$ cat config.mk
export PLATFORM = sky130hd
export DESIGN_NAME = midi_poly_voice_alloc
export DESIGN_NICKNAME = d
export VERILOG_FILES = /design/src/rtl/midi_poly_voice_alloc.sv
export SDC_FILE = /design/constraint.sdc
export NUM_CORES = 1
export LEC_CHECK = 0
export BUFFER_PORTS_ARGS = -buffer_cell sky130_fd_sc_hd__buf_2
export CAP_MARGIN = 5
export CORE_MARGIN = 2
export CORE_UTILIZATION = 35
export CTS_CLUSTER_SIZE = 20
export DETAILED_ROUTE_END_ITERATION = 12
export GPL_TIMING_DRIVEN = 0
export HOLD_SLACK_MARGIN = 0.06
export PLACE_DENSITY = 0.57
export SLEW_MARGIN = 20
export SYNTH_ARGS = -nofsm -noshare
export SYNTH_HDL_FRONTEND = slang
export SYNTH_SLANG_ARGS = --single-unit
$ cat constraint.sdc
create_clock -name clk -period 3.44 [get_ports clk]
set_input_delay 0.172 -clock clk [delete_from_list [all_inputs] [get_ports clk]]
set_output_delay 0.172 -clock clk [all_outputs]
set_load 0.01 [all_outputs]
$ cat src/rtl/midi_poly_voice_alloc.sv
// midi_poly_voice_alloc
//   Interprets a MIDI byte stream on one selectable channel (Note On, Note Off,
//   Program Change, running status) and allocates decoded notes to four voice
//   slots. Each note goes to the lowest free slot. A held note is retriggered
//   in place. Note Off frees the slot. No voice stealing.
//
// Ports
//   clk            system clock, rising edge
//   rst            asynchronous reset, active-low
//   ce             clock enable; all state advances only when high
//   channel[3:0]   MIDI channel to accept
//   data[7:0]      received MIDI byte, qualified by dv
//   dv             data valid, one byte per ce-qualified edge
//   note_num[6:0]  last decoded note number
//   note_vel[6:0]  last decoded velocity
//   program_num[6:0]  last Program Change value ("program" is a reserved word)
//   note_on_out    one-cycle pulse on a decoded Note On
//   note_off_out   one-cycle pulse on a decoded Note Off
//   note_num_0..3  note held by voice 0..3
//   note_vel_0..3  velocity of voice 0..3 (0 = voice free)

module midi_poly_voice_alloc #(
    parameter int unsigned VOICES = 4
) (
    input  logic       clk,
    input  logic       rst,
    input  logic       ce,
    input  logic [3:0] channel,
    input  logic [7:0] data,
    input  logic       dv,
    output logic [6:0] note_num,
    output logic [6:0] note_vel,
    output logic [6:0] program_num,
    output logic       note_on_out,
    output logic       note_off_out,
    output logic [6:0] note_num_0,
    output logic [6:0] note_num_1,
    output logic [6:0] note_num_2,
    output logic [6:0] note_num_3,
    output logic [6:0] note_vel_0,
    output logic [6:0] note_vel_1,
    output logic [6:0] note_vel_2,
    output logic [6:0] note_vel_3
);

    localparam int unsigned IDX_W = (VOICES > 1) ? $clog2(VOICES) : 1;

    typedef enum logic [1:0] {
        S_IDLE,
        S_NUM,
        S_VEL,
        S_PROG
    } state_t;

    state_t state, state_nxt;

    logic       msg_on;      // latched message type: 1 = 0x9n, 0 = 0x8n
    logic [6:0] cur_num;     // note number waiting for its velocity byte

    logic accept, is_rt, is_note_st, is_prog_st;
    logic take_num, take_vel, take_prog, latch_type;
    logic ev_on, ev_off;

    // Byte classification
    always_comb begin
        accept     = ce & dv;
        is_rt      = (data[7:3] == 5'b11111);
        is_note_st = ((data[7:4] == 4'h9) || (data[7:4] == 4'h8)) &&
                     (data[3:0] == channel);
        is_prog_st = (data[7:4] == 4'hC) && (data[3:0] == channel);
    end

    // State register
    always_ff @(posedge clk or negedge rst) begin
        if (!rst) begin
            state <= S_IDLE;
        end else begin
            state <= state_nxt;
        end
    end

    // Next-state logic. Realtime bytes never touch the parser; any status byte
    // that is not ours (including system common) drops running status.
    always_comb begin
        state_nxt = state;
        if (accept && !is_rt) begin
            if (data[7]) begin
                if (is_note_st) begin
                    state_nxt = S_NUM;
                end else if (is_prog_st) begin
                    state_nxt = S_PROG;
                end else begin
                    state_nxt = S_IDLE;
                end
            end else begin
                case (state)
                    S_NUM:   state_nxt = S_VEL;
                    S_VEL:   state_nxt = S_NUM;
                    default: state_nxt = state;
                endcase
            end
        end
    end

    // Output / event decode
    always_comb begin
        latch_type = accept & is_note_st;
        take_num   = accept & ~data[7] & (state == S_NUM);
        take_vel   = accept & ~data[7] & (state == S_VEL);
        take_prog  = accept & ~data[7] & (state == S_PROG);
        ev_on      = take_vel & msg_on & (data[6:0] != 7'd0);
        ev_off     = take_vel & ~ev_on;
    end

    // Parser datapath
    always_ff @(posedge clk or negedge rst) begin
        if (!rst) begin
            msg_on       <= 1'b0;
            cur_num      <= '0;
            note_num     <= '0;
            note_vel     <= '0;
            program_num  <= '0;
            note_on_out  <= 1'b0;
            note_off_out <= 1'b0;
        end else if (ce) begin
            if (latch_type) begin
                msg_on <= data[4];
            end
            if (take_num) begin
                cur_num <= data[6:0];
            end
            if (take_vel) begin
                note_num <= cur_num;
                note_vel <= data[6:0];
            end
            if (take_prog) begin
                program_num <= data[6:0];
            end
            note_on_out  <= ev_on;
            note_off_out <= ev_off;
        end
    end

    // Voice allocator
    logic [6:0]       v_num [VOICES];
    logic [6:0]       v_vel [VOICES];
    logic             hit, free_found;
    logic [IDX_W-1:0] hit_idx, free_idx;

    always_comb begin
        hit        = 1'b0;
        hit_idx    = '0;
        free_found = 1'b0;
        free_idx   = '0;
        for (int unsigned i = 0; i < VOICES; i++) begin
            if (!hit && (v_vel[i] != 7'd0) && (v_num[i] == note_num)) begin
                hit     = 1'b1;
                hit_idx = IDX_W'(i);
            end
            if (!free_found && (v_vel[i] == 7'd0)) begin
                free_found = 1'b1;
                free_idx   = IDX_W'(i);
            end
        end
    end

    // Acts on the registered event, one cycle after the pulse rises.
    always_ff @(posedge clk or negedge rst) begin
        if (!rst) begin
            for (int unsigned i = 0; i < VOICES; i++) begin
                v_num[i] <= '0;
                v_vel[i] <= '0;
            end
        end else if (ce) begin
            if (note_on_out) begin
                if (hit) begin
                    v_vel[hit_idx] <= note_vel;
                end else if (free_found) begin
                    v_num[free_idx] <= note_num;
                    v_vel[free_idx] <= note_vel;
                end
            end else if (note_off_out && hit) begin
                v_num[hit_idx] <= '0;
                v_vel[hit_idx] <= '0;
            end
        end
    end

    always_comb begin
        note_num_0 = v_num[0];
        note_num_1 = v_num[1];
        note_num_2 = v_num[2];
        note_num_3 = v_num[3];
        note_vel_0 = v_vel[0];
        note_vel_1 = v_vel[1];
        note_vel_2 = v_vel[2];
        note_vel_3 = v_vel[3];
    end

endmodule

After elaboration in Yosys (flattened, before gate mapping). Index checks and enable logic that the tools add are counted.

Bits in registers: 89. Output and inout port bits: 79. Input port bits: 16. Logic and storage cells: 126.

Eq/ne operators: 15. Reductions and logical operators: 42. Magnitude comparators: 4. Mux-type cells: 33. Bitwise operators: 16.

Operator list (number): 28-bit two-way mux (8); 28-bit bitwise mux (3); 28-bit AND (2); 7-bit nonzero test (5); 7-bit demux with 2-bit select (2); 7-bit == test (4); 7-bit logical NOT (4); 28-bit NOT (1); 1-bit logical AND (16); 2-bit two-way mux (7); 7-bit two-way mux (2); 4-bit == test (second input constant) (3); 1-bit two-way mux (10); 2-bit AND reduction (5); 1-bit AND (9); 1-bit logical NOT (7); 3-bit greater-or-equal comparator (second input constant) (2); 3-bit by 1-bit less-than comparator with 1-bit output (second input constant) (2); 2-bit NOT with 3-bit output (2); 5-bit == test (second input constant) (1); 2-bit == test (second input constant) (2); 4-bit == test (1); 2-bit one-hot mux with 2 select lines (1); 4-bit AND reduction (1); other kinds (9) (10).

Depth between registers and ports, before layout. Gate-level depths: netlist of the first run.

Depth after elaboration: 24. Gate-level depth with buffers: 9. Gate-level depth less buffers: 7.

Least setup slack after synthesis of the first run. OpenSTA, ideal clock, no wires.

Kind: register -> register. Start: register note_num[0]. End: register v_vel, in the netlist note_vel_2[0]. Slack: 1.096 ns. Period minus slack after synthesis: 2.344 ns. Setup time: 0.125 ns. Cell stages (with the launch flop): 9. Arrival: 2.219 ns. Buffers on the path: 1. Data required time: 3.315 ns. Path through: dfrtp_1 buf_2 xor2_1 nor4_2 nand3_2 nand2_2 o21ai_1 a221oi_4 mux2_4.

Longest elaborated chain between the ends: 24. Elaborated cells on any way between the ends: 37. Those cells by class: order compare: 2; eq/ne: 5; mux: 13; bitwise: 3; reduce/logical: 14.

Ends and longest elaborated chain: start: declaration (line 31) `output logic [6:0] note_num,`; start signal: assignment (line 133) `note_num <= cur_num;`; 7-bit == test (line 156) `if (!hit && (v_vel[i] != 7'd0) && (v_num[i] == note_num)) begin`; 1-bit logical AND (line 156); 1-bit two-way mux (line 156); 1-bit logical NOT (line 156); 1-bit logical AND (2 in series) (line 156); 1-bit two-way mux (line 156); 1-bit logical NOT (line 156); 1-bit logical AND (2 in series) (line 156); [6 not listed]; 3-bit greater-or-equal comparator (implied by the code) or 3-bit by 1-bit less-than comparator with 1-bit output (tied branches) (line 177, 184); 1-bit logical AND (implied by the code) (line 177, 184); 7-bit two-way mux (implied by the code) (line 177, 184); 7-bit demux with 2-bit select (line 177, 184); 28-bit NOT (no source line); 28-bit AND (no source line); 28-bit two-way mux (line 182) `end else if (note_off_out && hit) begin`; 28-bit two-way mux (line 175) `if (note_on_out) begin`; end signal: indexed assignment (line 177) `v_vel[hit_idx] <= note_vel;`; end signal: indexed assignment (line 180) `v_vel[free_idx] <= note_vel;`; end: declaration (line 146) `logic [6:0] v_vel [VOICES];`.

Parallel ways exist; a longest one is shown, timed or not. The select of a mux whose other input is x is not followed. A chain may end at the register's enable or synchronous reset.

Worst setup path after layout of the first run.
Start: register note_num[0]. End: register v_vel, in the netlist note_vel_2[3].

The elaborated chain is that of the path after synthesis.

==> results of run 1 <==
==> kinds of logic (layout without fill, tap and decap cells) <==
group | after synthesis | count (layout) | synth area share, %
AO/OA/AOI/OAI | 63 | 63 | 12.2
XOR/XNOR | 32 | 32 | 6.61
flip-flops | 89 | 89 | 52.5
buffers and inverters | 20 | 132 | 2.27
AND/OR/NAND/NOR | 95 | 95 | 11.9
multiplexers | 50 | 50 | 14.5
==> power groups by stage <==
stage          clock [mW]  sequential (mW)  combinational, mW
3_3_place_gp            0             1.17              0.283
5_1_grt              1.04             1.16              0.320
6_report            0.976             1.15              0.291
3_5_place_dp            0             1.17              0.292
2_1_floorplan           0             1.17              0.159
4_1_cts             0.997             1.15              0.295
==> sequential cells by signal, summed over array words and instances (netlist names) <==
signal        count
note_vel          7
note_num_0        7
note_vel_3        7
note_vel_1        7
cur_num           7
note_num_1        7
note_num_3        7
note_off_out      1
note_on_out       1
note_vel_2        7
note_num          7
msg_on            1
note_vel_0        7
note_num_2        7
state             2
program_num       7
==> worst register-to-register path, cell delays in order, from the launching register on <==
cell and delay [ns]:
dfrtp_1 0.37, buf_2 0.19, xor2_1 0.19, nor4_2 0.42, nand3_2 0.29, nand2_2 0.17, o21ai_1 0.12, a221oi_4 0.57
mux2_4 0.35
==> final timing paths <==
| kind | startpoint | end | cells past startpoint |
|---|---|---|---|
| max in group asynchronous | rst | cur_num[6] | 3 |
| max | note_num[0] | note_vel_2[3] | 8 |
| min reg2reg | program_num[6] | program_num[6] | 2 |
| min | data[5] | note_vel[5] | 2 |
| min in group asynchronous | rst | note_num_3[1] | 2 |
| max reg2reg | note_num[0] | note_vel_2[3] | 8 |
==> metal layers <==
| layer | part of all wire, % | global-route usage (%) | wire length, um |
|---|---|---|---|
| met5 | 0 | 0 | 0 |
| met4 | 2.4 | 8.21 | 256 |
| met3 | 4.1 | 3.18 | 435 |
| met2 | 49 | 27.7 | 5170 |
| met1 | 45 | 22.7 | 4790 |
==> synthesized netlist by cell type, types with 4 or more instances <==
library cell / instances
a22o_1: 7
and2_1: 10
buf_2: 8
clkbuf_1: 4
dfrtp_1: 89
inv_1: 5
mux2_2: 36
mux2_4: 14
nand2_1: 36
nand3_1: 8
nand4_1: 5
nor3_1: 12
nor4_1: 5
o21ai_0: 16
o2bb2ai_1: 21
xnor2_1: 8
xor2_1: 24
==> layout by cell type, fill, tap and decap left out, drive strengths merged, types with 8 or more instances in the layout <==
cell / n
xnor2: 8
dfrtp: 89
mux2: 50
o21ai: 17
nand3: 10
clkbuf: 17
buf: 106
nand2: 37
and2: 11
xor2: 24
o2bb2ai: 22
nor3: 12
==> area by class of cell <==
type                    count  area (um2)
fillers                  1186        6680
flip-flops and latches     89        2230
multi-input cells         240        1930
repair buffers             96         510
clock buffers              13         250
well taps                 147         184
plain buffers              15        77.6
clock inverters             3        40.0
inverters                   5        18.8
==> what timing repair did <==
item                                   in CTS  in global routing
gates resized for setup                     0                  0
hold buffers                                1                  0
endpoints found under the hold margin      35                  0
setup buffers                               0                  0
==> metrics by stage <==
step	instances	area, um2	total power, mW	hold WS, ns	utilization, %
after floorplan	349	4240	1.33	-0.124	-
after global placement	590	4900	1.45	0.461	41.1
after detailed placement	591	4930	1.46	0.163	41.4
after CTS	608	5230	2.44	0.162	43.9
after global routing	608	5230	2.52	0.170	43.9
final	608	5230	2.42	0.168	43.9
==> results.json, run 1 <==
{
  "rows": 40,
  "worst-setup-path-type": "flop to flop",
  "die_h_um": 114,
  "synth_cell_type_count": 48,
  "synth_top_area_share_pct": 52.5,
  "clock_sinks": 89,
  "drive_gt1_share_pct": 39.0,
  "synth_fp_nets": 365,
  "comb_power_share_pct": 12.0,
  "ios": 95,
  "core_area_um2": 11900,
  "slew_headroom_pct": 38.2,
  "slowest_stage": "a221oi_4",
  "ant_nets": 0,
  "synth_enable_flop_cells": 0,
  "grt_util_all_layers_pct": 17.3,
  "rsz0062_at_grt": "false",
  "slew_viol_final": 0,
  "grt_pass1_vias": 3291,
  "switching_share_pct": 24.9,
  "post-place-ws_ns": 0.772,
  "grt_max_degree": 55,
  "place_congestion": 0.834,
  "fin_crit_ns": 2.79,
  "cellLeakagePower_nw": 2.73,
  "cts_made_buffers": 9,
  "max_slew.worst_pin.slew_ns": 0.920,
  "skew_ns": 0.00675,
  "n_antenna_cell": 0,
  "drc_errors": 0,
  "htreeDepth": 3,
  "cts-root-buf": "clkbuf_16",
  "fin_setup_tns_ns": 0,
  "yosysWarningCount": 0,
  "outcome": "finished clean",
  "synthToLayoutAreaGrowth_pct": 23.4,
  "maxCapViolCount": 0,
  "crit_chain": "buf_2 > xor2_1 > nor4_2 > nand3_2 > nand2_2 > o21ai_1 > a221oi_4 > mux2_4",
  "async_reset_ff_share_pct": 100,
  "cts_tree": "done",
  "worst_setup_path_start_kind": "flop",
  "io_buffers": 94,
  "grt_pass1_wl_mm": 17.2,
  "setup_slack_ns": 0.651,
  "power_switching_uw": 602,
  "die_area_um2": 13000,
  "seqPwrFrac_pct": 47.6,
  "start_util_pct": 35.6,
  "cts_buffer_depth": 2,
  "via_per_inst": 5.24,
  "hold_violations": 0,
  "critPathMaxFanout": 8,
  "clock_latency_ns": 0.35,
  "vias": 3188,
  "setup_violations": 0,
  "antenna_found_initial": 0,
  "drtIter0Drc": 151,
  "critPathMaxStageDelay_ns": 0.57,
  "num-nets-final": 472,
  "hpwlAfterDp_mm": 7.96,
  "synthTopCellsByArea": "dfrtp_1, mux2_2, mux2_4",
  "arrival_ns": 3.02,
  "p_clk_share_pct": 40.4,
  "ys_ff_latch": 89,
  "synth-seq-area-share_pct": 52.5,
  "synthFlopType": "dfrtp_1",
  "die_w_um": 114,
  "avgSynthCellArea_um2": 12.2,
  "wire_per_inst_um": 17.5,
  "drt_wl_total_mm": 10.7,
  "dr.pass1.iters": 4,
  "yosysTopAreaCell": "dfrtp_1",
  "ir_drop_uv": 185,
  "worstPathRequired_ns": 3.67,
  "crit_buf_inv": 1,
  "finalCritPeriodShare_pct": 81.1,
  "max_freq_ghz": 0.359,
  "critPathTopFamily": "simple AND/OR/NAND/NOR gates",
  "hold_path.class": "primary input to flop",
  "p_int_mw": 1.81,
  "syn_inst": 349,
  "ff2ff_setup_slack_ns": 0.65,
  "clkSlewWorstSetupHoldPaths_ns": 0.06,
  "endpoint_kind": "flop",
  "p_per_area_nw_per_um2": 462,
  "grt_overflow": 0,
  "netlist_area_um2": 4240
}
(Power assumes the default switching activity.)
==> run 2: changes to the inputs <==
==> constraint.sdc (replaced) <==
create_clock -name clk -period 2.6 [get_ports clk]
set_input_delay 0.13 -clock clk [delete_from_list [all_inputs] [get_ports clk]]
set_output_delay 0.13 -clock clk [all_outputs]
set_load 0.01 [all_outputs]
==> run 2 against run 1 <==
  * Wire length increased by 3.5%
  * Clock power grew 32%
  * Critical path depth rose by 2
  * Global-route usage rose by 0.22 points
  * Sequential cell count did not move
  * Register-to-register slack got worse by 0.58 ns
  * Sequential power increased by 32%
  * Worst hold slack lost 0.044 ns
  * Critical path type unchanged
  * Largest power group unchanged
==> results.json, run 2 (synthesis gave the netlist of run 1 again) <==
{
  "cts_buffer_depth": 2,
  "worst_setup_path_start_kind": "flop",
  "hold_path.class": "primary input to flop",
  "dp_cells": 591,
  "start_util_pct": 35.6,
  "synthToLayoutAreaGrowth_pct": 28.7,
  "cts-root-buf": "clkbuf_16",
  "fin_setup_tns_ns": 0,
  "vias": 3258,
  "p_per_area_nw_per_um2": 587,
  "drc_errors": 0,
  "worst-setup-path-type": "flop to flop",
  "place_congestion": 0.834,
  "cts_made_buffers": 9,
  "finalNonFillerCells": 620,
  "drive_gt1_share_pct": 43.8,
  "fin_total_pwr_mw": 3.21,
  "grt_pass1_wl_mm": 17.4,
  "clock_sinks": 89,
  "core_area_um2": 11900,
  "max_slew.worst_pin.slew_ns": 0.915,
  "dr.pass1.iters": 4,
  "grt_max_degree": 55,
  "finalCritPeriodShare_pct": 97.3,
  "endpoint_kind": "flop",
  "cp_common_cell": "buf_4",
  "ir_drop_uv": 240,
  "grt_util_all_layers_pct": 17.5,
  "grt_overflow": 0,
  "skew_ns": 0.00507,
  "via_per_inst": 5.25,
  "clkSlewWorstSetupHoldPaths_ns": 0.06,
  "fin_crit_ns": 2.53,
  "final_common_cell": "buf_2",
  "hold_violations": 0,
  "maxCapViolCount": 0,
  "io_buffers": 94,
  "cellLeakagePower_nw": 2.81,
  "final_cell_mix": "buf_2, dfrtp_1, mux2_2",
  "antenna_found_initial": 0,
  "grt_pass1_vias": 3297,
  "arrival_ns": 2.76,
  "slowest_stage": "dfrtp_1",
  "outcome": "finished clean",
  "slew_headroom_pct": 38.6,
  "num-nets-final": 484,
  "worstPathRequired_ns": 2.83,
  "setup_violations": 0,
  "ant_nets": 0,
  "htreeDepth": 3,
  "n_antenna_cell": 0,
  "hpwlAfterDp_mm": 7.96,
  "crit_chain": "buf_2 > xor2_1 > nor3_1 > nand4_1 > buf_4 > a41oi_4 > nand2_1 > a21o_1 > buf_4 > mux2_4",
  "die_area_um2": 13000,
  "drt_wl_total_mm": 11.0,
  "cts_tree": "done",
  "die_h_um": 114,
  "critPathMaxStageDelay_ns": 0.38,
  "drtIter0Drc": 181,
  "max_freq_ghz": 0.395,
  "critPathMaxFanout": 7,
  "ios": 95,
  "clock_latency_ns": 0.35,
  "rows": 40,
  "slew_viol_final": 0,
  "die_w_um": 114,
  "wire_per_inst_um": 17.8
}
[run 2: cell types whose count changed in the layout (fill, tap and decap cells not counted), moves of 4 or more]
cell,previous run,this run
nand3_1,8,4
nand3_2,2,6
nor4_1,4,0
buf_4,2,13
nand2_2,1,5
nand2_1,36,32
[run 2: final timing paths]
check                          startpoint        endpoint  slack [ns]  cells after the start
max                           note_num[3]   note_vel_0[2]        0.07                     10
min                               data[5]     note_vel[5]        0.12                      2
max reg2reg                   note_num[3]   note_vel_0[2]        0.07                     10
min reg2reg                program_num[6]  program_num[6]        0.49                      2
max in group asynchronous             rst     note_vel[3]        1.70                      3
min in group asynchronous             rst   note_num_3[1]        0.28                      2
[run 2: stage by stage]
| stage | util [%] | area (um2) | setup slack [ns] | hold WS, ns |
|---|---|---|---|---|
| after detailed placement | 41.4 | 4930 | -0.0681 | 0.121 |
| after CTS | 44.5 | 5300 | 0.0132 | 0.120 |
| final | 45.9 | 5460 | 0.0693 | 0.124 |
| after global placement | 41.1 | 4900 | -0.0352 | 0.461 |
| after floorplan | - | 4240 | 0.256 | -0.166 |
| after global routing | 45.9 | 5460 | -0.0578 | 0.127 |
[run 2: worst max-delay path: cells and delay by family (launching register included)]
family	cells	cell delay (ns)
DFF	1	0.38
AOI/OAI and AO/OA	2	0.48
xor gates and xnor gates	1	0.18
muxes	1	0.30
buffers and inverters	3	0.58
and+or+nand+nor	3	0.51
[run 2: final cells by class]
| class | count | area (um2) |
|---|---|---|
| clock buffers | 13 | 250 |
| fillers | 1157 | 6450 |
| inverters | 5 | 18.8 |
| plain buffers | 15 | 86.3 |
| flip-flops and latches | 89 | 2230 |
| clock inverters | 3 | 40.0 |
| multi-input cells | 240 | 2050 |
| well taps | 147 | 184 |
| repair buffers | 108 | 608 |
[run 2: timing repair]
action                                  CTS  global route
endpoints found under the setup margin   35            49
gates resized for setup                   6            22
pin swaps                                 2             9
hold buffers                              1             0
hold endpoints to repair                 35             0
buffers inserted                          3             9
[run 2: per-layer routing]
| layer | routed length (um) | global-route usage (%) | share of wire (%) |
|---|---|---|---|
| met5 | 0 | 0 | 0 |
| met1 | 4870 | 23.0 | 44 |
| met3 | 458 | 3.02 | 4.2 |
| met2 | 5500 | 28.5 | 50 |
| met4 | 200 | 7.64 | 1.8 |
[run 2: power breakdown]
group,internal [mW],switching [mW]
combinational,0.178,0.214
sequential,1.46,0.0602
clock,0.769,0.525
total,2.41,0.800
